--- config.mk ---
export PLATFORM = sky130hd
export DESIGN_NAME = instr_mem_pipe_flat
export DESIGN_NICKNAME = d
export VERILOG_FILES = /design/src/rtl/instr_mem_pipe_if.sv /design/src/rtl/instr_mem_pipe.sv /design/src/flat_wrapper.sv
export SDC_FILE = /design/constraint.sdc
export NUM_CORES = 2
export LEC_CHECK = 0
export BUFFER_PORTS_ARGS = -buffer_cell sky130_fd_sc_hd__buf_2
export CORE_MARGIN = 5
export CORE_UTILIZATION = 55
export CTS_CLUSTER_DIAMETER = 100
export CTS_CLUSTER_SIZE = 30
export DETAILED_ROUTE_END_ITERATION = 8
export HOLD_SLACK_MARGIN = 0.12
export PLACE_DENSITY = 0.82
export SETUP_SLACK_MARGIN = 0.2
export SLEW_MARGIN = 5
export SYNTH_ARGS = -nofsm -noshare
export SYNTH_HDL_FRONTEND = slang
export SYNTH_SLANG_ARGS = --single-unit
export TNS_END_PERCENT = 20
--- constraint.sdc ---
create_clock -name i_clk -period 2.5 [get_ports i_clk]
set_input_delay 0.5 -clock i_clk [delete_from_list [all_inputs] [get_ports i_clk]]
set_output_delay 0.5 -clock i_clk [all_outputs]
set_load 0.03 [all_outputs]
--- src/rtl/instr_mem_pipe_if.sv ---
// Fetch and load bus between the PC/fetch stage and the instruction memory.
// The master drives requests, flush and loads. The slave returns ready and the fetch results.
interface instr_mem_pipe_if #(
  parameter int DATA_W = 32,
  parameter int ADDR_W = 32
);
  logic              req;
  logic [ADDR_W-1:0] address;
  logic              ready;
  logic              flush;
  logic [DATA_W-1:0] instr;
  logic              valid;
  logic              fault;
  logic              ld_en;
  logic [ADDR_W-1:0] ld_addr;
  logic [DATA_W-1:0] ld_data;

  modport master (
    output req, address, flush, ld_en, ld_addr, ld_data,
    input  ready, instr, valid, fault
  );

  modport slave (
    input  req, address, flush, ld_en, ld_addr, ld_data,
    output ready, instr, valid, fault
  );
endinterface

--- src/rtl/instr_mem_pipe.sv ---
// Word-addressed instruction RAM with a run-time load port.
// Fetches pass through a fixed RD_LAT-stage pipeline with flush and fault reporting.
module instr_mem_pipe #(
  parameter int                DATA_W    = 32,
  parameter int                ADDR_W    = 32,
  parameter int                DEPTH     = 64,
  parameter int                RD_LAT    = 1,
  parameter logic [DATA_W-1:0] NOP_INSTR = 32'b00111000100000000000000000000000
) (
  input logic              i_clk,
  input logic              i_rst_n,
  instr_mem_pipe_if.slave  io_bus
);
  localparam int IDX_W = $clog2(DEPTH);
  localparam int LAST  = RD_LAT - 1;

  logic [DATA_W-1:0] r_mem  [DEPTH];
  logic [DATA_W-1:0] r_word [RD_LAT];
  logic [RD_LAT-1:0] r_vld;
  logic [RD_LAT-1:0] r_flt;

  logic [ADDR_W-1:0] w_word_addr;
  logic [ADDR_W-1:0] w_ld_word_addr;
  logic [IDX_W-1:0]  w_idx;
  logic [IDX_W-1:0]  w_ld_idx;
  logic              w_fault;
  logic              w_ld_ok;
  logic              w_accept;

  assign w_word_addr    = io_bus.address >> 2;
  assign w_ld_word_addr = io_bus.ld_addr >> 2;
  assign w_idx          = w_word_addr[IDX_W-1:0];
  assign w_ld_idx       = w_ld_word_addr[IDX_W-1:0];

  // Range checks use the full word address so out-of-range accesses never alias a real word.
  assign w_fault  = (io_bus.address[1:0] != 2'b00) || (w_word_addr >= ADDR_W'(DEPTH));
  assign w_ld_ok  = (w_ld_word_addr < ADDR_W'(DEPTH));

  assign io_bus.ready = i_rst_n && !io_bus.ld_en;
  assign w_accept     = io_bus.req && io_bus.ready;

  // The RAM and the data half of the pipeline have no reset. Only the valid and fault
  // bits qualify them, which keeps the storage mappable onto block RAM.
  always_ff @(posedge i_clk) begin
    if (io_bus.ld_en && w_ld_ok) begin
      r_mem[w_ld_idx] <= io_bus.ld_data;
    end
    if (w_accept) begin
      r_word[0] <= r_mem[w_idx];
    end
    for (int i = 1; i < RD_LAT; i++) begin
      r_word[i] <= r_word[i-1];
    end
  end

  // A request accepted with flush enters stage 1 untouched; only older stages are killed.
  always_ff @(posedge i_clk or negedge i_rst_n) begin
    if (!i_rst_n) begin
      r_vld <= '0;
      r_flt <= '0;
    end else begin
      r_vld[0] <= w_accept;
      r_flt[0] <= w_accept && w_fault;
      for (int i = 1; i < RD_LAT; i++) begin
        r_vld[i] <= r_vld[i-1] && !io_bus.flush;
        r_flt[i] <= r_flt[i-1];
      end
    end
  end

  assign io_bus.valid = r_vld[LAST];
  assign io_bus.fault = r_vld[LAST] && r_flt[LAST];
  assign io_bus.instr = (r_vld[LAST] && !r_flt[LAST]) ? r_word[LAST] : NOP_INSTR;
endmodule

--- src/flat_wrapper.sv ---
// flat-port wrapper written by rule: the top's interface ports become plain ports
module instr_mem_pipe_flat 
#(
  parameter int                DATA_W    = 32,
  parameter int                ADDR_W    = 32,
  parameter int                DEPTH     = 64,
  parameter int                RD_LAT    = 1,
  parameter logic [DATA_W-1:0] NOP_INSTR = 32'b00111000100000000000000000000000
)
  (i_clk, i_rst_n, io_bus_req, io_bus_address, io_bus_flush, io_bus_ld_en, io_bus_ld_addr, io_bus_ld_data, io_bus_ready, io_bus_instr, io_bus_valid, io_bus_fault);
  instr_mem_pipe_if #(.DATA_W(DATA_W), .ADDR_W(ADDR_W)) io_bus_i ();
  input logic i_clk;
  input logic i_rst_n;
  input wire logic [$bits(io_bus_i.req)-1:0] io_bus_req;
  input wire logic [$bits(io_bus_i.address)-1:0] io_bus_address;
  input wire logic [$bits(io_bus_i.flush)-1:0] io_bus_flush;
  input wire logic [$bits(io_bus_i.ld_en)-1:0] io_bus_ld_en;
  input wire logic [$bits(io_bus_i.ld_addr)-1:0] io_bus_ld_addr;
  input wire logic [$bits(io_bus_i.ld_data)-1:0] io_bus_ld_data;
  output wire logic [$bits(io_bus_i.ready)-1:0] io_bus_ready;
  output wire logic [$bits(io_bus_i.instr)-1:0] io_bus_instr;
  output wire logic [$bits(io_bus_i.valid)-1:0] io_bus_valid;
  output wire logic [$bits(io_bus_i.fault)-1:0] io_bus_fault;
  assign io_bus_i.req = io_bus_req;
  assign io_bus_i.address = io_bus_address;
  assign io_bus_i.flush = io_bus_flush;
  assign io_bus_i.ld_en = io_bus_ld_en;
  assign io_bus_i.ld_addr = io_bus_ld_addr;
  assign io_bus_i.ld_data = io_bus_ld_data;
  assign io_bus_ready = io_bus_i.ready;
  assign io_bus_instr = io_bus_i.instr;
  assign io_bus_valid = io_bus_i.valid;
  assign io_bus_fault = io_bus_i.fault;
  instr_mem_pipe #(.DATA_W(DATA_W), .ADDR_W(ADDR_W), .DEPTH(DEPTH), .RD_LAT(RD_LAT), .NOP_INSTR(NOP_INSTR)) u_core (.i_clk(i_clk), .i_rst_n(i_rst_n), .io_bus(io_bus_i));
endmodule
==> results.json <==
{
  "status": "finished, violations left",
  "violations": "setup timing",
  "maxCapViolCount": 0,
  "path_clk_slew_ns": 0.11,
  "fin_crit_sh_pct": 104,
  "cts_tree": "built",
  "fillers": 8718,
  "syn_avg_cell_area_um2": 23.5,
  "synthAdderAreaFrac_pct": 0,
  "path_delay_family": "buffers and inverters",
  "max_slew_margin_pct": 25.2,
  "synth_xor_area_share_pct": 0,
  "cp.arrival_ns": 2.09,
  "clk_latency_ns": 0.76,
  "synth_cell_types": 54,
  "die_w_um": 390,
  "grt_max_degree": 65,
  "die_height_um": 390,
  "dp_hpwl_mm": 130,
  "met1_usage_pct": 38.3,
  "rows": 139,
  "synthMuxAreaShare_pct": 16.9,
  "synthArstFlopShare_pct": 0.0961,
  "cts_buffers": 79,
  "report.final.hold_viol_count": 0,
  "clock_sinks": 2082,
  "design_area_mm2": 0.0909,
  "crit_chain": "nor2b_4 > buf_6 > buf_12 > clkbuf_16 > and2_4 > buf_6",
  "tightestPinTransition_ns": 1.12,
  "crit_top_cell": "buf_6",
  "ir_drop_mv": 0.477,
  "gp_congestion": 0.850,
  "worstSetupEndpointType": "primary output",
  "multi_input_area_mm2": 0.0167,
  "core-area_mm2": 0.144,
  "wl_per_cell_um": 39.7,
  "vias": 41600,
  "regToRegSetupSlack_ns": 0.15,
  "hold_start": "io_bus_address[10]",
  "setup_slack_ns": -0.0944,
  "rsz0062_at_grt": "true",
  "utilization_pct": 63.3,
  "netlist_top_cells_area": "edfxtp_1 (79%), mux4_2 (15%), mux2i_1 (1.1%)",
  "port_buffers": 132,
  "seq_area_frac_synth_pct": 78.6,
  "worstHoldPathCells": 4,
  "fmax_mhz": 385,
  "grt-ovfl-total": 0,
  "yosysTopAreaCellShare_pct": 78.6,
  "viasPerCell": 7.19,
  "dieArea_mm2": 0.152,
  "r2r_start": "u_core.r_mem[29][13]$_DFFE_PP_",
  "critPathBufInv": 4,
  "slowest_delay_ns": 0.42,
  "drc": 0,
  "max-clock-path-buffers": 3,
  "yosys_warnings": 0,
  "final_nets": 3966,
  "synth_compound_area_share_pct": 1.75,
  "drt-total-wl_mm": 230,
  "slew_viol_final": 0,
  "synth_top_family_by_area": "multiplexers",
  "yosys.area_share.simple_pct": 1.52,
  "critical_path.slowest_cell": "dfrtp_1",
  "dp.cells": 5674,
  "path_class": "reg -> out",
  "synth-seq-cells": 2082,
  "worstSetupStartpointType": "register",
  "seq_area_mm2": 0.0625,
  "ff2ff_path_depth": 7,
  "hold_end": "u_core.r_flt$_DFF_PN0_",
  "postPlaceCellArea_mm2": 0.0881,
  "pin_count": 136,
  "path_max_fanout": 8,
  "netlist_area_mm2": 0.0795,
  "htree_levels": 3,
  "drt-initial-drc-count": 7505,
  "grt_pass1_wl_mm": 318,
  "yosys.area.top_type": "edfxtp_1",
  "instances_no_fill": 5787,
  "powerDensity_mw_per_mm2": 643,
  "gr-usage-met3_pct": 9.66,
  "setup_viol": 26,
  "hp-class": "in -> reg",
  "top_usage_layer": "met2",
  "met2_usage_pct": 47.8,
  "syn_to_final_growth_pct": 14.4,
  "cp.required_ns": 2.00,
  "skew_ns": 0.0398,
  "synthFlopType": "edfxtp_1",
  "syn-num-nets": 3482,
  "r2r_end": "u_core.r_word[0][13]$_DFFE_PP_",
  "initial_core_util_pct": 55.3,
  "place_ws_ns": -0.394,
  "antenna_found_initial": 14,
  "synthCells": 3381,
  "fin_crit_ns": 2.59,
  "clockRootBuffer": "clkbuf_16",
  "grt_util_all_layers_pct": 30.1,
  "synth_edf_count": 2080,
  "grt_pass1_vias": 41900,
  "drive_above_1_share_pct": 35.0,
  "drtAntennaViolNets": 0,
  "drtPass1Iterations": 6,
  "p_leak_uw": 0.0284
}
-- worst min-delay path, delay by kind of cell --
| family | cells | cell delay (ns) |
|---|---|---|
| AO/OA/AOI/OAI | 1 | 0.14 |
| buffers and inverters | 1 | 0.08 |
| AND/OR/NAND/NOR | 2 | 0.14 |
-- Yosys cell counts, drive strengths merged (3+ instances only) --
library cell,n
edfxtp,2080
mux4,547
buf,119
nor2,105
mux2i,84
clkbuf,61
nand2,59
o22ai,42
and2,33
o21ai,28
mux2,26
a22oi,24
o221ai,19
a21oi,16
a221oi,14
nor2b,11
nor4,11
nor3,10
inv,8
nand3,8
nand2b,7
a2111oi,5
a211oi,5
o221a,5
a221o,4
o211ai,4
or2,4
a22o,3
a32o,3
and3,3
nand3b,3
nand4,3
o21a,3
o21bai,3
o22a,3
o31ai,3
-- power breakdown --
part           total (µW)  internal [µW]  switching [µW]  leakage (µW)
Clock               16300           6440            9880       0.00110
Combinational        3770           1630            2140       0.00858
Sequential          38400          38400            13.4        0.0187
-- per-stage QoR --
step	TNS, ns	total power (µW)	hold slack, ns
finish	-0.860	58500	0.135
global route	-2.18	60100	0.173
CTS	-0.920	58400	0.130
detailed placement	-28.95	42700	0.295
global placement	-7.96	42600	0.294
floorplan	-248.61	41000	0.204
-- kinds of logic after synthesis --
logic type,Yosys count
flip-flops,2082
multiplexers,657
AND/OR/NAND/NOR,261
AO/OA/AOI/OAI,193
buffers and inverters,188
-- state kept, by name, summed over array words and instances (netlist names) --
signal and count:
u_core.r_mem 2048, u_core.r_word 32, u_core.io_bus.valid 1, u_core.r_flt 1
-- worst max path at each step --
stage	start	endpoint	slack [ns]	cells past startpoint
after detailed placement	io_bus_address[2]	u_core.r_word[0][14]$_DFFE_PP_	-0.39	8
after global routing	u_core.io_bus.valid$_DFF_PN0_	io_bus_instr[15]	-0.13	6
after global placement	io_bus_address[2]	u_core.r_word[0][23]$_DFFE_PP_	-0.35	10
after CTS	u_core.r_flt$_DFF_PN0_	io_bus_instr[20]	-0.11	4
after floorplan	io_bus_ld_addr[31]	u_core.r_mem[57][0]$_DFFE_PP_	-0.14	5
final	u_core.r_flt$_DFF_PN0_	io_bus_instr[15]	-0.09	6
-- cell usage in the layout, fill, tap and decap left out, types with 7 or more instances in the layout --
master	count
clkbuf_16	86
a221oi_1	14
nor2_1	40
o21ai_0	24
a21oi_1	16
mux2i_1	84
a22oi_1	24
clkbuf_1	7
edfxtp_1	2080
o221ai_1	19
o22ai_1	41
mux2_2	24
buf_12	212
and2_4	28
mux4_2	547
buf_2	97
nor3_1	8
buf_8	8
nor4_1	11
nor2_4	65
buf_6	30
nor2b_1	8
nand2_1	53
buf_4	227
-- final cells by class --
class	count	area share (%)
Antenna cell	3	0.00826
Clock buffer	91	2.34
Clock inverter	6	0.136
Inverter	8	0.0413
Multi-Input combinational cell	1111	18.4
Sequential cell	2082	68.7
Tap cell	1903	2.62
Timing Repair Buffer	583	7.73
-- per-layer routing --
| layer | part of all wire [%] | vias up |
|---|---|---|
| met1 | 31 | 21300 |
| met4 | 5.7 | 16 |
| met5 | 0.046 | - |
| met2 | 48 | 4261 |
| met3 | 15 | 772 |
| li1 | - | 15300 |
-- what timing repair did --
action	CTS	global route
pin swaps	0	16
buffers inserted	1	3
resized for setup	70	41
endpoints found under the setup margin	32	35
hold endpoints to repair	15	0
gates cloned	1	2
hold buffers	6	0
(Power assumes the default switching activity.)
